===== src/rtl/lut_mask_cfg_loader.sv =====
// Loads byte-streamed LUT masks into the LUT bank, one slot per single-cycle write strobe.
// Define LUT_CFG_CHECKSUM_EN to require a trailing XOR checksum byte (CHECK / ERR states).
module lut_mask_cfg_loader #(
    parameter int NUM_LUTS = 16,
    parameter int MASK_W   = 64,
    parameter int ADDR_W   = 4
) (
    input  logic              blif_clk_net,
    input  logic              blif_reset_net,
    input  logic              start,
    input  logic              s_valid,
    input  logic [7:0]        s_data,
    output logic              s_ready,
    output logic              cfg_we,
    output logic [ADDR_W-1:0] cfg_addr,
    output logic [MASK_W-1:0] cfg_mask,
    output logic              cfg_busy,
    output logic              cfg_done,
    output logic              cfg_err
);

    localparam int BYTES  = MASK_W / 8;
    localparam int BCNT_W = $clog2(BYTES + 1);
    localparam logic [BCNT_W-1:0] LAST_BYTE = BCNT_W'(BYTES - 1);
    localparam logic [ADDR_W-1:0] LAST_SLOT = ADDR_W'(NUM_LUTS - 1);

    typedef enum logic [2:0] {
        IDLE,
        LOAD,
        WRITE,
        CHECK,
        DONE,
        ERR
    } state_t;

    state_t              state_reg, state_next;
    logic [BCNT_W-1:0]   byte_cnt_reg;
    logic [ADDR_W-1:0]   slot_cnt_reg;
    logic [MASK_W-1:0]   shift_reg;
    logic [MASK_W-1:0]   shift_next;
    logic [ADDR_W-1:0]   cfg_addr_reg;
    logic [MASK_W-1:0]   cfg_mask_reg;
    logic                xfer;
    logic                can_start;
    logic                last_byte;
    logic                last_slot;
`ifdef LUT_CFG_CHECKSUM_EN
    logic [7:0]          checksum_reg;
`endif

    assign xfer      = s_valid && s_ready;
    assign can_start = (state_reg == IDLE) || (state_reg == DONE) || (state_reg == ERR);
    assign last_byte = (byte_cnt_reg == LAST_BYTE);
    assign last_slot = (slot_cnt_reg == LAST_SLOT);

    // First byte of a slot ends up in the most-significant byte of the mask.
    generate
        if (MASK_W == 8) begin : g_byte_mask
            assign shift_next = s_data;
        end else begin : g_wide_mask
            assign shift_next = {shift_reg[MASK_W-9:0], s_data};
        end
    endgenerate

    always_comb begin
        state_next = state_reg;
        case (state_reg)
            IDLE, DONE, ERR: begin
                if (start) begin
                    state_next = LOAD;
                end
            end
            LOAD: begin
                if (xfer && last_byte) begin
                    state_next = WRITE;
                end
            end
            WRITE: begin
                if (last_slot) begin
`ifdef LUT_CFG_CHECKSUM_EN
                    state_next = CHECK;
`else
                    state_next = DONE;
`endif
                end else begin
                    state_next = LOAD;
                end
            end
`ifdef LUT_CFG_CHECKSUM_EN
            CHECK: begin
                if (s_valid) begin
                    state_next = (s_data == checksum_reg) ? DONE : ERR;
                end
            end
`endif
            default: state_next = IDLE;
        endcase
    end

    always_ff @(posedge blif_clk_net) begin
        if (!blif_reset_net) begin
            state_reg    <= IDLE;
            byte_cnt_reg <= '0;
            slot_cnt_reg <= '0;
            shift_reg    <= '0;
            cfg_addr_reg <= '0;
            cfg_mask_reg <= '0;
`ifdef LUT_CFG_CHECKSUM_EN
            checksum_reg <= '0;
`endif
        end else begin
            state_reg <= state_next;
            if (can_start && start) begin
                slot_cnt_reg <= '0;
                byte_cnt_reg <= '0;
`ifdef LUT_CFG_CHECKSUM_EN
                checksum_reg <= '0;
`endif
            end
            if ((state_reg == LOAD) && xfer) begin
                shift_reg    <= shift_next;
                byte_cnt_reg <= byte_cnt_reg + BCNT_W'(1);
`ifdef LUT_CFG_CHECKSUM_EN
                checksum_reg <= checksum_reg ^ s_data;
`endif
                // Latch the write payload now so the strobe lands one cycle after the last byte.
                if (last_byte) begin
                    cfg_addr_reg <= slot_cnt_reg;
                    cfg_mask_reg <= shift_next;
                end
            end
            if ((state_reg == WRITE) && !last_slot) begin
                slot_cnt_reg <= slot_cnt_reg + ADDR_W'(1);
                byte_cnt_reg <= '0;
            end
        end
    end

    always_comb begin
        s_ready  = (state_reg == LOAD);
`ifdef LUT_CFG_CHECKSUM_EN
        s_ready  = s_ready || (state_reg == CHECK);
        cfg_err  = (state_reg == ERR);
`else
        cfg_err  = 1'b0;
`endif
        cfg_we   = (state_reg == WRITE);
        cfg_busy = (state_reg == LOAD) || (state_reg == WRITE) || (state_reg == CHECK);
        cfg_done = (state_reg == DONE);
        cfg_addr = cfg_addr_reg;
        cfg_mask = cfg_mask_reg;
    end

endmodule

===== config.mk =====
export PLATFORM = sky130hd
export DESIGN_NAME = lut_mask_cfg_loader
export DESIGN_NICKNAME = d
export VERILOG_FILES = /design/src/rtl/lut_mask_cfg_loader.sv
export SDC_FILE = /design/constraint.sdc
export NUM_CORES = 1
export LEC_CHECK = 0
export BUFFER_PORTS_ARGS = -buffer_cell sky130_fd_sc_hd__buf_2
export CAP_MARGIN = 20
export CORE_MARGIN = 2
export CORE_UTILIZATION = 50
export DETAILED_ROUTE_END_ITERATION = 12
export GPL_ROUTABILITY_DRIVEN = 0
export PLACE_DENSITY = 0.77
export SYNTH_ARGS = -nofsm -noshare
export SYNTH_HDL_FRONTEND = slang
export SYNTH_SLANG_ARGS = --single-unit
export TNS_END_PERCENT = 5

===== constraint.sdc =====
create_clock -name blif_clk_net -period 2.86 [get_ports blif_clk_net]
set_input_delay 0.286 -clock blif_clk_net [delete_from_list [all_inputs] [get_ports blif_clk_net]]
set_output_delay 0.286 -clock blif_clk_net [all_outputs]
set_load 0.03 [all_outputs]

==> reports/metrics.yaml, run 1 <==
clock_tree:
  clock_tree.root_cell: "sky130_fd_sc_hd__clkbuf_8"
  cts_buffers: 17
  cts_tree: "yes"
  worst_skew_pair.late_latency_ps: 520
  h-tree-depth: 4
  post_cts_buffers: 0
  clock-sinks: 135
  cts-hold-fix-buffers: 0
  number_of_gates_resized_after_cts: 0
  clockBufferDepth: 2
  clock_pin_slew_of_the_registers_on_the_worst_case_setup_and_hold_paths_ps: 60
drt:
  detail_route.iter0.violations: 239
  drt.antenna.violating_nets: 0
  route.detailed.vias_per_inst: 5.17
  dr.pass1.iters: 5
  drc_markers: 0
  route.vias.total: 4232
  avgRoutedWirePerCell_microns: 13.5
  finalWirelength_microns: 11100
setup_path:
  worst_path_largest_cell_delay_ps: 870
  crit_start: "state_reg[0]"
  rrSetupSlack_ps: 820
  path_max_fanout: 42
  critPathArrivalTime_ps: 2470
  cpMaxStageDelayCell: "sky130_fd_sc_hd__and4bb_2"
  regToRegStartpoint: "state_reg[0]"
  critical_path_required_ps: 3290
  crit_path_cells: "and4bb_2 -> buf_4 -> nand2_1 -> a21oi_1"
  crit_type: "reg -> reg"
  start_kind: "register"
  worst_setup_path_end_kind: "register"
layout:
  layout.nets: 690
  number_of_flip_flops_in_the_largest_register: 64
  antennaDiodeCount: 0
  layout-drive-gt1-share_pct: 18.7
  syn_to_final_growth_pct: 20.8
global_route:
  grt_antenna_before_repair: 0
  grt_max_degree: 92
  grt.overflow.total: 0
  first_global_vias: 4017
  global_route.usage.total_pct: 22.1
  grt_pass1_wl_microns: 18300
yosys:
  post_synth_edffs: 0
  synth_seq_area_share_pct: 55.7
  synth.ff_latch_count: 135
  synth_most_common_cell: "sky130_fd_sc_hd__nand2_1"
  syn-instance-count: 613
  post-synth-top-area-fraction_pct: 55.7
  library_cell_occupying_the_most_area_in_the_post_synthesis_netlist: "sky130_fd_sc_hd__dfxtp_1"
  yosys-top-cells-area: "sky130_fd_sc_hd__dfxtp_1 56%, sky130_fd_sc_hd__nand2_1 20%, sky130_fd_sc_hd__a21oi_1 14%, sky130_fd_sc_hd__clkbuf_1 1.8%, sky130_fd_sc_hd__buf_2 1.3%"
  yosysWarnings: 0
  syn_nets: 627
  synth_top_flop_cell: "sky130_fd_sc_hd__dfxtp_1"
  synth.lib_cells_used.distinct: 30
  synth_area_per_cell_sq_um: 7.92
  synth_top_cells_by_count: "254 x sky130_fd_sc_hd__nand2_1, 135 x sky130_fd_sc_hd__dfxtp_1, 131 x sky130_fd_sc_hd__a21oi_1, 23 x sky130_fd_sc_hd__clkbuf_1, 13 x sky130_fd_sc_hd__buf_2"
  post_synth_instance_area_sq_um: 4850
  async_flop_share_pct: 0
min_path:
  timing.hold.worst.start: "s_data[4]"
  hold_path_class: "in -> reg"
timing:
  worst_slack_ps: 820
  clock.fmax_mhz: 490
  final.period_utilization_pct: 71.3
  finalSetupViolations: 0
  worst_clock_skew_ps: 8.02
  timing.setup.tns_ps: 0
  drv_slew: 0
  tightest_slew_ps: 869
  finalHoldViolCount: 0
  setup_repair_after_global_routing_missed_its_margin: "no"
  timing.max_slew.rel_slack_pct: 42.1
  timing.final.crit_period_ps: 2040
placement:
  detailedPlace.worstSlack_ps: 865
  dp_wirelength_microns: 7050
  port_buffers: 83
die:
  die_w_microns: 103
  initial_core_util_pct: 52.0
  pin_count: 85
  rows: 35
  fp.dieArea_sq_um: 10500
  core_area_sq_um: 9330
  die_h_microns: 103
flow_run:
  drv_cap: 0
power:
  worst_ir_drop_vdd_mv: 0.560
  p_leak_nw: 2.22
  power_density_nw_per_um2: 691
status:
  status: "finished, final reports clean"
-- logic make-up (layout without fill, tap and decap cells) --
kind of cell	count (synthesis)	after routing	share of synthesized area [%]
AND/OR/NAND/NOR	285	285	23.4
AO/OA/AOI/OAI	141	141	15.1
buffers and inverters	49	125	5.13
other	1	1	0.0773
adder cells (fa/ha/maj)	2	2	0.516
flip-flops	135	135	55.7
-- power breakdown --
part | switching [mW] | total (mW) | internal [mW] | leakage (nW)
combinational | 0.0805 | 0.107 | 0.0264 | 0.865
sequential | 0.00938 | 1.90 | 1.89 | 1.09
clock | 0.851 | 2.05 | 1.19 | 0.269
total | 0.941 | 4.05 | 3.11 | 2.22
-- path summary, 6_finish.rpt --
path	end	depth (start not counted)
worst max-delay path	shift_reg[26]	4
worst min-delay path	cfg_mask[4]	3
worst min register to register	cfg_mask[42]	2
worst max register to register	shift_reg[26]	4
-- layer usage --
metal  GRT usage, %  wire [microns]
met1           27.9            5000
met2           36.1            5450
met3           6.51             471
met4           8.21             157
met5              0               0
-- cell type report --
cell class                      count  area [sq um]
Clock inverter                     14           140
Clock buffer                       18           428
Multi-Input combinational cell    429          1910
Fill cell                         833          3470
Inverter                            3          12.5
Sequential cell                   135          2700
Tap cell                          129           161
Timing Repair Buffer               90           508
-- through the flow --
stage | instance area [sq um] | util (%) | hold slack [ps] | std cells | power [mW]
after floorplan | 4850 | - | 422 | 613 | 2.02
after global placement | 5280 | 56.6 | 440 | 785 | 2.04
after detailed placement | 5280 | 56.6 | 444 | 785 | 2.04
after CTS | 5850 | 62.7 | 1.61 | 817 | 4.07
after global routing | 5860 | 62.8 | 2.20 | 818 | 4.18
final | 5860 | 62.8 | 15.6 | 818 | 4.05
-- layout by cell type (no fill, tap or decap), types with 2 or more instances in the layout --
master	synthesis	final
sky130_fd_sc_hd__nand2_1	254	253
sky130_fd_sc_hd__dfxtp_1	135	135
sky130_fd_sc_hd__nand3_1	6	6
sky130_fd_sc_hd__buf_4	7	3
sky130_fd_sc_hd__clkbuf_8	0	2
sky130_fd_sc_hd__inv_1	3	2
sky130_fd_sc_hd__nand4_1	2	2
sky130_fd_sc_hd__nand2b_1	2	2
sky130_fd_sc_hd__or3_1	2	2
sky130_fd_sc_hd__clkbuf_16	0	16
sky130_fd_sc_hd__clkinvlp_4	0	3
sky130_fd_sc_hd__a21oi_1	131	131
sky130_fd_sc_hd__clkinv_4	0	5
sky130_fd_sc_hd__buf_2	13	83
sky130_fd_sc_hd__a211oi_1	3	3
sky130_fd_sc_hd__ha_1	2	2
sky130_fd_sc_hd__nor3_1	2	2
sky130_fd_sc_hd__buf_12	0	3
sky130_fd_sc_hd__inv_6	0	5
sky130_fd_sc_hd__nor2_1	11	11
-- worst max-delay path, delay by kind of cell (launching register included) --
kind	cells	cell delay, ps
buffers and inverters	1	360
flip-flops	1	500
AO/OA/AOI/OAI	1	130
AND/OR/NAND/NOR	2	960
(Power assumes the default switching activity.)
==> run 2: changes to the inputs <==
- clock period: 2.86 -> 1.9 ns (I/O delays scaled with it)
==> reports/metrics.yaml, run 2 (synthesis gave the netlist of run 1 again) <==
drt:
  met3RoutedLength_microns: 526  # +12%
  dr.pass1.iters: 4  # -1
  avgRoutedWirePerCell_microns: 12.9  # -4.7%
  finalWirelength_microns: 10700  # -3.6%
  drt.antenna.violating_nets: 0  # unchanged
  route.detailed.vias_per_inst: 5.05  # -2.4%
  maxUsedRoutingLayer: "met4"
  drc_markers: 0  # unchanged
  route.vias.total: 4179  # -1.3%
  wl_met1_microns: 4570  # -8.5%
  route.met2.wl_microns: 5500  # +0.83%
  detail_route.iter0.violations: 218  # -8.8%
die:
  fp.dieArea_sq_um: 10500  # unchanged
  rows: 35  # unchanged
  die_h_microns: 103  # unchanged
  initial_core_util_pct: 52.0  # unchanged
  pin_count: 85  # unchanged
  core_area_sq_um: 9330  # unchanged
  die_w_microns: 103  # unchanged
power:
  p_leak_nw: 2.27  # +2.1%
  p_int_mw: 4.73  # +52%
  net-switching-power_mw: 1.30  # +38%
  power.switching_fraction_pct: 21.5  # -1.7 points
  power.share.combinational_pct: 3.0  # +0.4 points
  worst_ir_drop_vdd_mv: 0.636  # +14%
  p_clk_share_pct: 49.6  # -0.9 points
  power_density_nw_per_um2: 1010  # +46%
  p_seq_share_pct: 47.4  # +0.5 points
setup_path:
  crit_path_cells: "nand2_1 -> inv_1 -> buf_2"
  worst_setup_path_endpoint: "cfg_we"
  critPathArrivalTime_ps: 1580  # -890 ps
  critical_path.n_buffers_inverters: 2  # +1
  rrSetupSlack_ps: 240  # -580 ps
  path_max_fanout: 10  # -76%
  regToRegStartpoint: "state_reg[0]"
  cpLargestDelayFamily: "flip-flops"
  rr_endpoint: "shift_reg[21]"
  worst_setup_path_end_kind: "output port"
  critical_path_required_ps: 1710  # -1580 ps
  cpMaxStageDelayCell: "sky130_fd_sc_hd__dfxtp_1"
  worst_path_largest_cell_delay_ps: 530  # -340 ps
  worst-path-stages: 3  # -1
  crit_start: "state_reg[1]"
  timing.reg2reg.worst_path_depth: 4  # unchanged
  crit_type: "reg -> out"
  start_kind: "register"
layout:
  fillerInstances: 799  # -4.1%
  antennaDiodeCount: 0  # unchanged
  layout-drive-gt1-share_pct: 18.7  # about the same
  final_common_cell: "sky130_fd_sc_hd__nand2_1"
  layout.nets: 701  # +1.6%
  number_of_flip_flops_in_the_largest_register: 64  # unchanged
  most-common-layout-cells: "253 x sky130_fd_sc_hd__nand2_1, 135 x sky130_fd_sc_hd__dfxtp_1, 131 x sky130_fd_sc_hd__a21oi_1"
  syn_to_final_growth_pct: 22.9
flow_run:
  drv_cap: 0  # unchanged
clock_tree:
  post_cts_buffers: 0  # unchanged
  cts_buffers: 17  # unchanged
  worst_skew_pair.late_latency_ps: 510  # about the same
  h-tree-depth: 4  # unchanged
  clock_pin_slew_of_the_registers_on_the_worst_case_setup_and_hold_paths_ps: 60  # about the same
  cts_tree: "yes"
  clock-sinks: 135  # unchanged
  clockBufferDepth: 2  # unchanged
  clock_tree.root_cell: "sky130_fd_sc_hd__clkbuf_8"
timing:
  drv_slew: 0  # unchanged
  setup_repair_after_global_routing_missed_its_margin: "no"
  tightest_slew_ps: 519  # -350 ps
  worst_clock_skew_ps: 11.1  # +3.04 ps
  timing.max_slew.rel_slack_pct: 65.4  # +23 points
  clock.fmax_mhz: 564
  final.period_utilization_pct: 93.4
  timing.final.crit_period_ps: 1770
  timing.setup.tns_ps: 0  # unchanged
  finalHoldViolCount: 0  # unchanged
  final.hold.worst_slack_ps: 38.3  # +22.7 ps
  finalSetupViolations: 0  # unchanged
  worst_slack_ps: 126  # -694 ps
placement:
  port_buffers: 83  # unchanged
  detailedPlace.worstSlack_ps: 261  # -604 ps
  dp_wirelength_microns: 6670  # -5.3%
global_route:
  grt_antenna_before_repair: 0  # unchanged
  grt.overflow.total: 0  # unchanged
  grt_pass1_wl_microns: 17500  # -4.4%
  global_route.usage.total_pct: 21.1  # -1.0 points
  first_global_vias: 3899  # -2.9%
  grt_max_degree: 83  # -9.8%
status:
  status: "finished, final reports clean"
min_path:
  hold_path_class: "in -> reg"
run 2: changes by cell type in the layout (fill, tap and decap cells not counted), sizes merged:
cell	before	now
clkinv	6	7
clkinvlp	3	4
inv	7	2
dlygate4sd3	1	9
buf	89	92
clkbuf	18	20
run 2: how the worst min path moves through the flow:
stage / from / end / slack (ps) / cells after the start
floorplan: s_data[0] / shift_reg[0] / 330 / 2
global placement: cfg_mask[46] / cfg_mask[46] / 440 / 2
finish: blif_reset_net / slot_cnt_reg[0] / 40 / 3
global route: blif_reset_net / slot_cnt_reg[3] / 20 / 2
CTS: blif_reset_net / slot_cnt_reg[0] / 10 / 3
detailed placement: cfg_addr[2] / cfg_addr[2] / 440 / 2
run 2: worst min-delay path: cells and delay by family:
family	cells	cell delay [ps]
and+or+nand+nor	1	90
buffers and inverters	1	140
AOI/OAI and AO/OA	1	70
run 2: power by group through the flow:
| stage | clock [mW] | sequential (mW) | combinational [mW] |
|---|---|---|---|
| 2_1_floorplan | 0 | 2.91 | 0.123 |
| 3_3_place_gp | 0 | 2.92 | 0.160 |
| 3_5_place_dp | 0 | 2.92 | 0.162 |
| 4_1_cts | 3.04 | 2.86 | 0.178 |
| 5_1_grt | 3.18 | 2.86 | 0.198 |
| 6_report | 2.99 | 2.86 | 0.178 |
run 2: cell type report:
cell class	count	area [sq um]	area share, %
flip-flops and latches	135	2700	45.3
clock inverters	11	101	1.70
inverters	3	12.5	0.210
well taps	129	161	2.71
multi-input cells	429	1910	32.0
repair buffers	101	623	10.4
clock buffers	20	455	7.63
run 2: layer usage:
| layer | up-vias | global-route usage (%) |
|---|---|---|
| met3 | 8 | 6.44 |
| met5 | - | 0 |
| li1 | 2133 | - |
| met1 | 1930 | 25.6 |
| met4 | 0 | 6.36 |
| met2 | 108 | 36.0 |
run 2: what timing repair did:
action | CTS | global route
gates resized for setup | 0 | 0
hold buffers | 9 | 0
endpoints found under the hold margin | 17 | 0
run 2: per-stage QoR:
step           power (mW)  util, %  cell area (sq um)  std cells
3_3_place_gp         3.08     57.0               5320        788
6_report             6.02     64.0               5970        828
3_5_place_dp         3.08     57.0               5320        788
5_1_grt              6.23     64.0               5970        828
4_1_cts              6.08     64.0               5970        828
2_1_floorplan        3.03        -               4850        613
